`src/rtl/nios_system_sysid_regbank.sv`:
```
// nios_system_sysid_regbank
//   Avalon-MM system-ID register bank. Word map:
//     0 ID (RO)          1 TIMESTAMP (RO)
//     2 UPTIME_LO (RO)   3 UPTIME_HI (RO, shadow captured by a word-2 read)
//     4 CTRL: bit0 CLEAR (write-1, self-clearing, reads 0), bit1 FREEZE (RW)
//     5.. SCRATCH words (RW, per-lane byteenable)
//   Reads are accepted every cycle and answered READ_LATENCY cycles later with
//   a one-cycle readdatavalid pulse; writes are accepted every cycle.
// Ports
//   clock          system clock, rising edge
//   reset_n        asynchronous active-low reset
//   address        word address (ADDR_W bits)
//   read, write    access strobes (no waitrequest)
//   writedata      32-bit write data
//   byteenable     write byte lanes
//   readdata       read data, holds its last value while readdatavalid is low
//   readdatavalid  one pulse per accepted read, in request order
module nios_system_sysid_regbank #(
    parameter logic [31:0] SYSTEM_ID    = 32'h580B_3A79,
    parameter logic [31:0] TIMESTAMP    = 32'd0,
    parameter int unsigned NUM_SCRATCH  = 2,
    parameter int unsigned READ_LATENCY = 1,
    parameter int unsigned ADDR_W       = 3
) (
    input  logic              clock,
    input  logic              reset_n,
    input  logic [ADDR_W-1:0] address,
    input  logic              read,
    input  logic              write,
    input  logic [31:0]       writedata,
    input  logic [3:0]        byteenable,
    output logic [31:0]       readdata,
    output logic              readdatavalid
);

    localparam logic [31:0] AddrId      = 32'd0;
    localparam logic [31:0] AddrStamp   = 32'd1;
    localparam logic [31:0] AddrUpLo    = 32'd2;
    localparam logic [31:0] AddrUpHi    = 32'd3;
    localparam logic [31:0] AddrCtrl    = 32'd4;
    localparam logic [31:0] AddrScratch = 32'd5;

    // Keep the scratch array non-empty so NUM_SCRATCH = 0 still elaborates.
    localparam int unsigned ScratchSlots = (NUM_SCRATCH == 0) ? 1 : NUM_SCRATCH;
    localparam int unsigned Depth        = (READ_LATENCY == 2) ? 2 : 1;

    if (READ_LATENCY != 1 && READ_LATENCY != 2) begin : g_bad_latency
        $error("nios_system_sysid_regbank: READ_LATENCY must be 1 or 2");
    end
    if (NUM_SCRATCH > 3) begin : g_bad_scratch
        $error("nios_system_sysid_regbank: NUM_SCRATCH must be 0..3");
    end
    if ((5 + NUM_SCRATCH) > (1 << ADDR_W)) begin : g_bad_map
        $error("nios_system_sysid_regbank: register map exceeds 2**ADDR_W words");
    end

    logic [31:0] addr_w;
    assign addr_w = 32'(address);

    // State
    logic [63:0]                   uptime_q, uptime_d;
    logic [31:0]                   hi_shadow_q, hi_shadow_d;
    logic                          freeze_q, freeze_d;
    logic [ScratchSlots-1:0][31:0] scratch_q, scratch_d;
    logic [Depth-1:0]              pipe_vld_q, pipe_vld_d;
    logic [Depth-1:0][31:0]        pipe_data_q, pipe_data_d;

    logic        ctrl_wr;
    logic        clear;
    logic [31:0] rd_mux;

    assign ctrl_wr = write && (addr_w == AddrCtrl) && byteenable[0];
    assign clear   = ctrl_wr && writedata[0];

    // Read data is sampled from current state, so a same-cycle write or CLEAR
    // is not visible to the read.
    always_comb begin
        rd_mux = 32'h0;
        case (addr_w)
            AddrId:    rd_mux = SYSTEM_ID;
            AddrStamp: rd_mux = TIMESTAMP;
            AddrUpLo:  rd_mux = uptime_q[31:0];
            AddrUpHi:  rd_mux = hi_shadow_q;
            AddrCtrl:  rd_mux = {30'h0, freeze_q, 1'b0};
            default: begin
                for (int unsigned i = 0; i < NUM_SCRATCH; i++) begin
                    if (addr_w == AddrScratch + i) begin
                        rd_mux = scratch_q[i];
                    end
                end
            end
        endcase
    end

    // Uptime counter, FREEZE and the HI snapshot
    always_comb begin
        freeze_d    = freeze_q;
        hi_shadow_d = hi_shadow_q;
        if (ctrl_wr) begin
            freeze_d = writedata[1];
        end
        // CLEAR wins over both increment and the current FREEZE state.
        if (clear) begin
            uptime_d = 64'h0;
        end else if (freeze_q) begin
            uptime_d = uptime_q;
        end else begin
            uptime_d = uptime_q + 64'd1;
        end
        // Reading the low word freezes the matching high word for a later read.
        if (read && (addr_w == AddrUpLo)) begin
            hi_shadow_d = uptime_q[63:32];
        end
    end

    // Scratch writes, per byte lane
    always_comb begin
        scratch_d = scratch_q;
        if (write) begin
            for (int unsigned i = 0; i < NUM_SCRATCH; i++) begin
                if (addr_w == AddrScratch + i) begin
                    for (int unsigned b = 0; b < 4; b++) begin
                        if (byteenable[b]) begin
                            scratch_d[i][8*b +: 8] = writedata[8*b +: 8];
                        end
                    end
                end
            end
        end
    end

    // Read pipeline. Data registers only load on a valid beat, so the final
    // stage holds the last returned word between pulses.
    always_comb begin
        pipe_vld_d     = pipe_vld_q;
        pipe_data_d    = pipe_data_q;
        pipe_vld_d[0]  = read;
        if (read) begin
            pipe_data_d[0] = rd_mux;
        end
        for (int unsigned s = 1; s < Depth; s++) begin
            pipe_vld_d[s] = pipe_vld_q[s-1];
            if (pipe_vld_q[s-1]) begin
                pipe_data_d[s] = pipe_data_q[s-1];
            end
        end
    end

    always_ff @(posedge clock or negedge reset_n) begin
        if (!reset_n) begin
            uptime_q    <= 64'h0;
            hi_shadow_q <= 32'h0;
            freeze_q    <= 1'b0;
            scratch_q   <= '0;
            pipe_vld_q  <= '0;
            pipe_data_q <= '0;
        end else begin
            uptime_q    <= uptime_d;
            hi_shadow_q <= hi_shadow_d;
            freeze_q    <= freeze_d;
            scratch_q   <= scratch_d;
            pipe_vld_q  <= pipe_vld_d;
            pipe_data_q <= pipe_data_d;
        end
    end

    assign readdata      = pipe_data_q[Depth-1];
    assign readdatavalid = pipe_vld_q[Depth-1];

endmodule

```
`config.mk`:
```
export PLATFORM = sky130hd
export DESIGN_NAME = nios_system_sysid_regbank
export DESIGN_NICKNAME = d
export VERILOG_FILES = /design/src/rtl/nios_system_sysid_regbank.sv
export SDC_FILE = /design/constraint.sdc
export NUM_CORES = 1
export LEC_CHECK = 0
export CAP_MARGIN = 20
export CORE_UTILIZATION = 45
export DETAILED_ROUTE_END_ITERATION = 8
export MAX_ROUTING_LAYER = met4
export PLACE_DENSITY = 0.71
export SETUP_SLACK_MARGIN = 0.5
export SLEW_MARGIN = 20
export SYNTH_ARGS = -nofsm -noshare
export SYNTH_HDL_FRONTEND = slang
export SYNTH_SLANG_ARGS = --single-unit
```
`constraint.sdc`:
```
create_clock -name clock -period 2.89 [get_ports clock]
set_clock_uncertainty 0.05 [all_clocks]
set_input_delay 0.578 -clock clock [delete_from_list [all_inputs] [get_ports clock]]
set_output_delay 0.578 -clock clock [all_outputs]
set_load 0.01 [all_outputs]
```
## Word level (Yosys, flattened, before mapping)

Cells that the tools add are included.

| storage, ports and cells | value |
|---|---|
| RAM bits | 0 |
| ROM bits | 0 |
| output and inout port bits | 33 |
| bits in latches | 0 |
| flip-flop bits (word level) | 194 |
| memories | 0 |

| cells by class | value |
|---|---|
| shifts and indexed selects | 0 |
| reductions and logical operators | 13 |
| multiplexer cells | 5 |
| add/sub/neg operators | 1 |
| $mul | 0 |
| bitwise logic cells | 0 |
| $lt $le $gt $ge | 0 |
| eq/ne operators | 7 |
| div/mod/pow operators | 0 |

Operators with widths:

| cell | number |
|---|---|
| 32-bit case mux with 5 select lines | 1 |
| 64-bit 2-to-1 mux | 2 |
| 64-bit by 1-bit adder with 64-bit output, second input constant | 1 |
| 32-bit 2-to-1 mux | 2 |
| 32-bit zero test | 1 |
| 3-bit AND reduction | 8 |
| 3-bit equality test, second input constant | 3 |
| 3-bit by 2-bit equality test with 1-bit output, second input constant | 2 |
| 1-bit logical AND | 4 |
| 3-bit by 1-bit equality test with 1-bit output, second input constant | 1 |
| 2-bit by 1-bit != test with 1-bit output, second input constant | 1 |

## Depth between registers and ports, before layout

| logic depth | value |
|---|---|
| depth in word-level cells | 5 |
| mapped depth | 8 |

## Worst setup path before layout

OpenSTA, ideal clock, no wires.

| timing path | value |
|---|---|
| kind | input-to-reg |
| start point | in address[1] |
| end point | reg hi_shadow_q[10] |
| buffers on the path | 3 |
| arrival time | 2.023 ns |
| path slack | 0.692 ns |
| stages | 6 |
| data required time | 2.715 ns |
| path through | clkbuf_1 -> nor2b_1 -> and3_1 -> clkbuf_1 -> buf_1 -> mux2_2 |

| between the ends | value |
|---|---|
| word-level cells in the longest chain between the ends | 2 |

RTL lines:

| what | RTL line | RTL |
|---|---|---|
| start, declared | 27 | `input logic [ADDR_W-1:0] address,` |
| 3-bit by 2-bit equality test with 1-bit output | 111 | `if (read && (addr_w == AddrUpLo)) begin` |
| 1-bit logical AND | 111 |  |
| end signal, assigned | 159 | `hi_shadow_q <= hi_shadow_d;` |
| end, declared | 62 | `logic [31:0] hi_shadow_q, hi_shadow_d;` |

Every way passes these cells.
A chain may end at the register's enable or synchronous reset.

## Worst setup path after layout

| timing path | value |
|---|---|
| start point | reg uptime_q[8] |
| end point | reg uptime_q[33] |

| between the ends | value |
|---|---|
| word-level cells in the longest chain between the ends | 3 |

RTL lines:

| what | RTL line | RTL |
|---|---|---|
| start, declared | 61 | `logic [63:0] uptime_q, uptime_d;` |
| start signal, assigned | 158 | `uptime_q <= uptime_d;` |
| 64-bit by 1-bit adder with 64-bit output | 108 | `uptime_d = uptime_q + 64'd1;` |
| 64-bit 2-to-1 mux | 105 | `end else if (freeze_q) begin` |
| 64-bit 2-to-1 mux | 103 | `if (clear) begin` |

Every way passes these cells. The select of a mux whose other input is x is not followed.

==> impl_metrics.ini <==
[timing]
final_hold_viol_count = 0
final_max_slew_viol_count = 0
worst_slew_pin_slew_ns = 0.711
fin_crit_ns = 2.27
rsz0062_at_grt = no
finalSetupViolCount = 0
period_share_pct = 78.7
fmax_mhz = 440
slew-limit-headroom_pct = 52.3
tns_ns = 0

[pwr]
powerDensity_nw_per_um2 = 702
internal-power_mw = 5.48
seqPwrFrac_pct = 50.6
switching_power_mw = 2.34
clockPowerShare_pct = 31.1
total_leakage_power_nw = 4.63
swShare_pct = 29.9
ir_worst_vdd_v = 0.000431
combPwrFrac_pct = 18.3

[clock_tree]
cts_buffers = 17
clk_pin_slew_ns = 0.08
clock_path_buffers = 2
htree_levels = 4
cts-root-buf = clkbuf_16
cts_num_sinks = 194
cts_tree = yes
clkLatencyLatePin_ns = 0.43

[logic_synthesis]
synth_top_family_by_area = simple AND/OR/NAND/NOR gates
synth_compound_area_share_pct = 11.3
synth_xor_area_share_pct = 3.29
yosys_warnings = 0
synth_edf_count = 0
syn-cell-area_um2 = 9330
yosysUniqueCellTypes = 55
ys.flop_type = dfrtp_1
async_flop_share_pct = 100
ys_seq_elements = 194
yosys.area_share.simple_pct = 16.3
syn_nets = 917
avgSynthCellArea_um2 = 10.7
muxShareOfSynthArea_pct = 13.4
synthCells = 873
synth_seq_area_share_pct = 52.0
synth_adder_area_share_pct = 0.134

[routing]
first_iter_violations = 581
ant_nets = 0
wl_um = 22500
num_vias = 7089
first_pass_iters = 8
drc = 0
via_per_inst = 5.75
routedWlPerCell_um = 18.2

[floorplan]
initial_core_util_pct = 46.0
die_x_um = 146
num_io_pins = 76
fp.dieH_um = 146
coreArea_um2 = 20300
dieArea_um2 = 21300
rows = 52

[finish]
final_cell_mix = dfrtp_1 (192), mux2_2 (94), nor2_1 (74), clkdlybuf4s50_1 (72), nand2_1 (52)
finalNetCount = 993
layout_commonest_cell = dfrtp_1
final_core_util_pct = 54.9
diodes = 0
drive_gt1_share_pct = 18.7
area_growth_pct = 19.4

[global_routing]
grt_start_max_net_pins = 63
grt_usage_pct = 23.1
antenna_found_initial = 0
grt_first_pass_wirelength_um = 37300
grt_pass1_vias = 6858
grt-ovfl-total = 0

[critical_path]
crit_type = reg -> reg
critical_path_required_ns = 3.16
crit_fanout = 6
arrival_ns = 2.54
critPathLaunchType = register
worstSetupEndpointType = register

[outcome]
status = complete, no violations

[placement]
gp_congestion = 0.844
dp_hpwl_um = 16000
io_buffers = 75

[hold_path]
hold_path_class = in -> async

[job]
cap_violations = 0
-- power groups by stage --
stage | registers, mW | clock network (mW) | logic [mW]
final | 3.95 | 2.43 | 1.43
after global routing | 4.04 | 2.59 | 1.60
after CTS | 3.94 | 2.47 | 1.43
after detailed placement | 3.99 | 0 | 1.42
after global placement | 3.97 | 0 | 1.38
after floorplan | 3.79 | 0 | 0.975
-- kinds of logic after synthesis --
kind of cell	Yosys count
AND/OR/NAND/NOR	273
flip-flops	194
AO/OA/AOI/OAI	170
multiplexers	113
buffers and inverters	87
XOR/XNOR	35
adder cells (fa/ha/maj)	1
-- path summary, 6_finish.rpt --
path | startpoint | to | slack, ns | cells past startpoint
min reg2reg | scratch_q[32] | scratch_q[32] | 0.43 | 2
min in group clock | scratch_q[32] | scratch_q[32] | 0.43 | 2
min | reset_n | readdata[3] | 0.04 | 1
max | uptime_q[8] | uptime_q[33] | 0.62 | 5
max reg2reg | uptime_q[8] | uptime_q[33] | 0.62 | 5
max in group asynchronous | reset_n | uptime_q[0] | 1.93 | 2
-- what timing repair did --
item                       in CTS  in global routing
gates resized for setup         2                  5
pin swaps                       0                  2
hold buffers                    0                  0
setup endpoints to repair       2                 16
setup buffers                   0                  5
-- through the flow --
step	total power [mW]	cells	worst slack, ns	hold WS [ns]	area [µm²]
6_report	7.81	1232	0.617	0.0405	11100
5_1_grt	8.22	1232	0.505	0.0650	11100
4_1_cts	7.84	1227	0.503	0.0602	11100
3_5_place_dp	5.41	1195	0.348	0.420	10500
3_3_place_gp	5.35	1195	0.323	0.404	10500
2_1_floorplan	4.77	873	0.692	0.232	9330
-- worst max-delay path, stage by stage (launching register included) --
cell and delay (ns):
dfrtp_1 0.54, nand4_2 0.27, or4_4 0.58, or4_1 0.51, xor2_1 0.15, nor2_1 0.05
-- sequential cells by signal, indices dropped and copies added (netlist names) --
name	flops
scratch_q	64
uptime_q	64
hi_shadow_q	32
readdata	32
freeze_q	1
readdatavalid	1
-- Yosys cell counts (all sizes together) (2+ instances only) --
master	number	area [µm²]
nor3	12	70.1
a22oi	16	120
nand4	30	236
xnor2	15	131
a211oi	13	97.6
o22a	17	149
xor2	20	175
inv	40	150
and3	7	43.8
o22ai	15	93.8
a221oi	2	17.5
clkbuf	37	139
a31oi	14	87.6
and2	2	12.5
or3	17	106
mux2	96	1080
and4	10	90.1
or2	3	18.8
buf	9	40.0
nand3	20	105
a21oi	46	230
mux2i	17	170
or4	6	52.6
nor4	9	81.3
nand2	53	201
o21ai	39	195
nor2b	3	18.8
o31ai	3	22.5
nor2	75	282
nand3b	5	37.5
dfrtp	194	4850
o41ai	2	17.5
nand2b	16	100
-- metal layers --
layer / up-vias / share of wire, % / wire, µm / GRT usage [%]
li1: 3303 / - / - / -
met4: 0 / 0.88 / 197 / 4.27
met2: 183 / 47 / 10500 / 35.2
met5: - / 0 / 0 / -
met3: 20 / 4.9 / 1100 / 3.95
met1: 3583 / 48 / 10700 / 32.6
-- cell type report --
type / count / area, µm²
timing repair buffer: 103 / 1000
multi-input combinational: 592 / 4180
clock inverter: 13 / 165
fill: 1756 / 9160
tap: 270 / 338
sequential: 194 / 4860
inverter: 41 / 154
clock buffer: 19 / 443
Note: power is estimated with default switching activity, not from simulation.
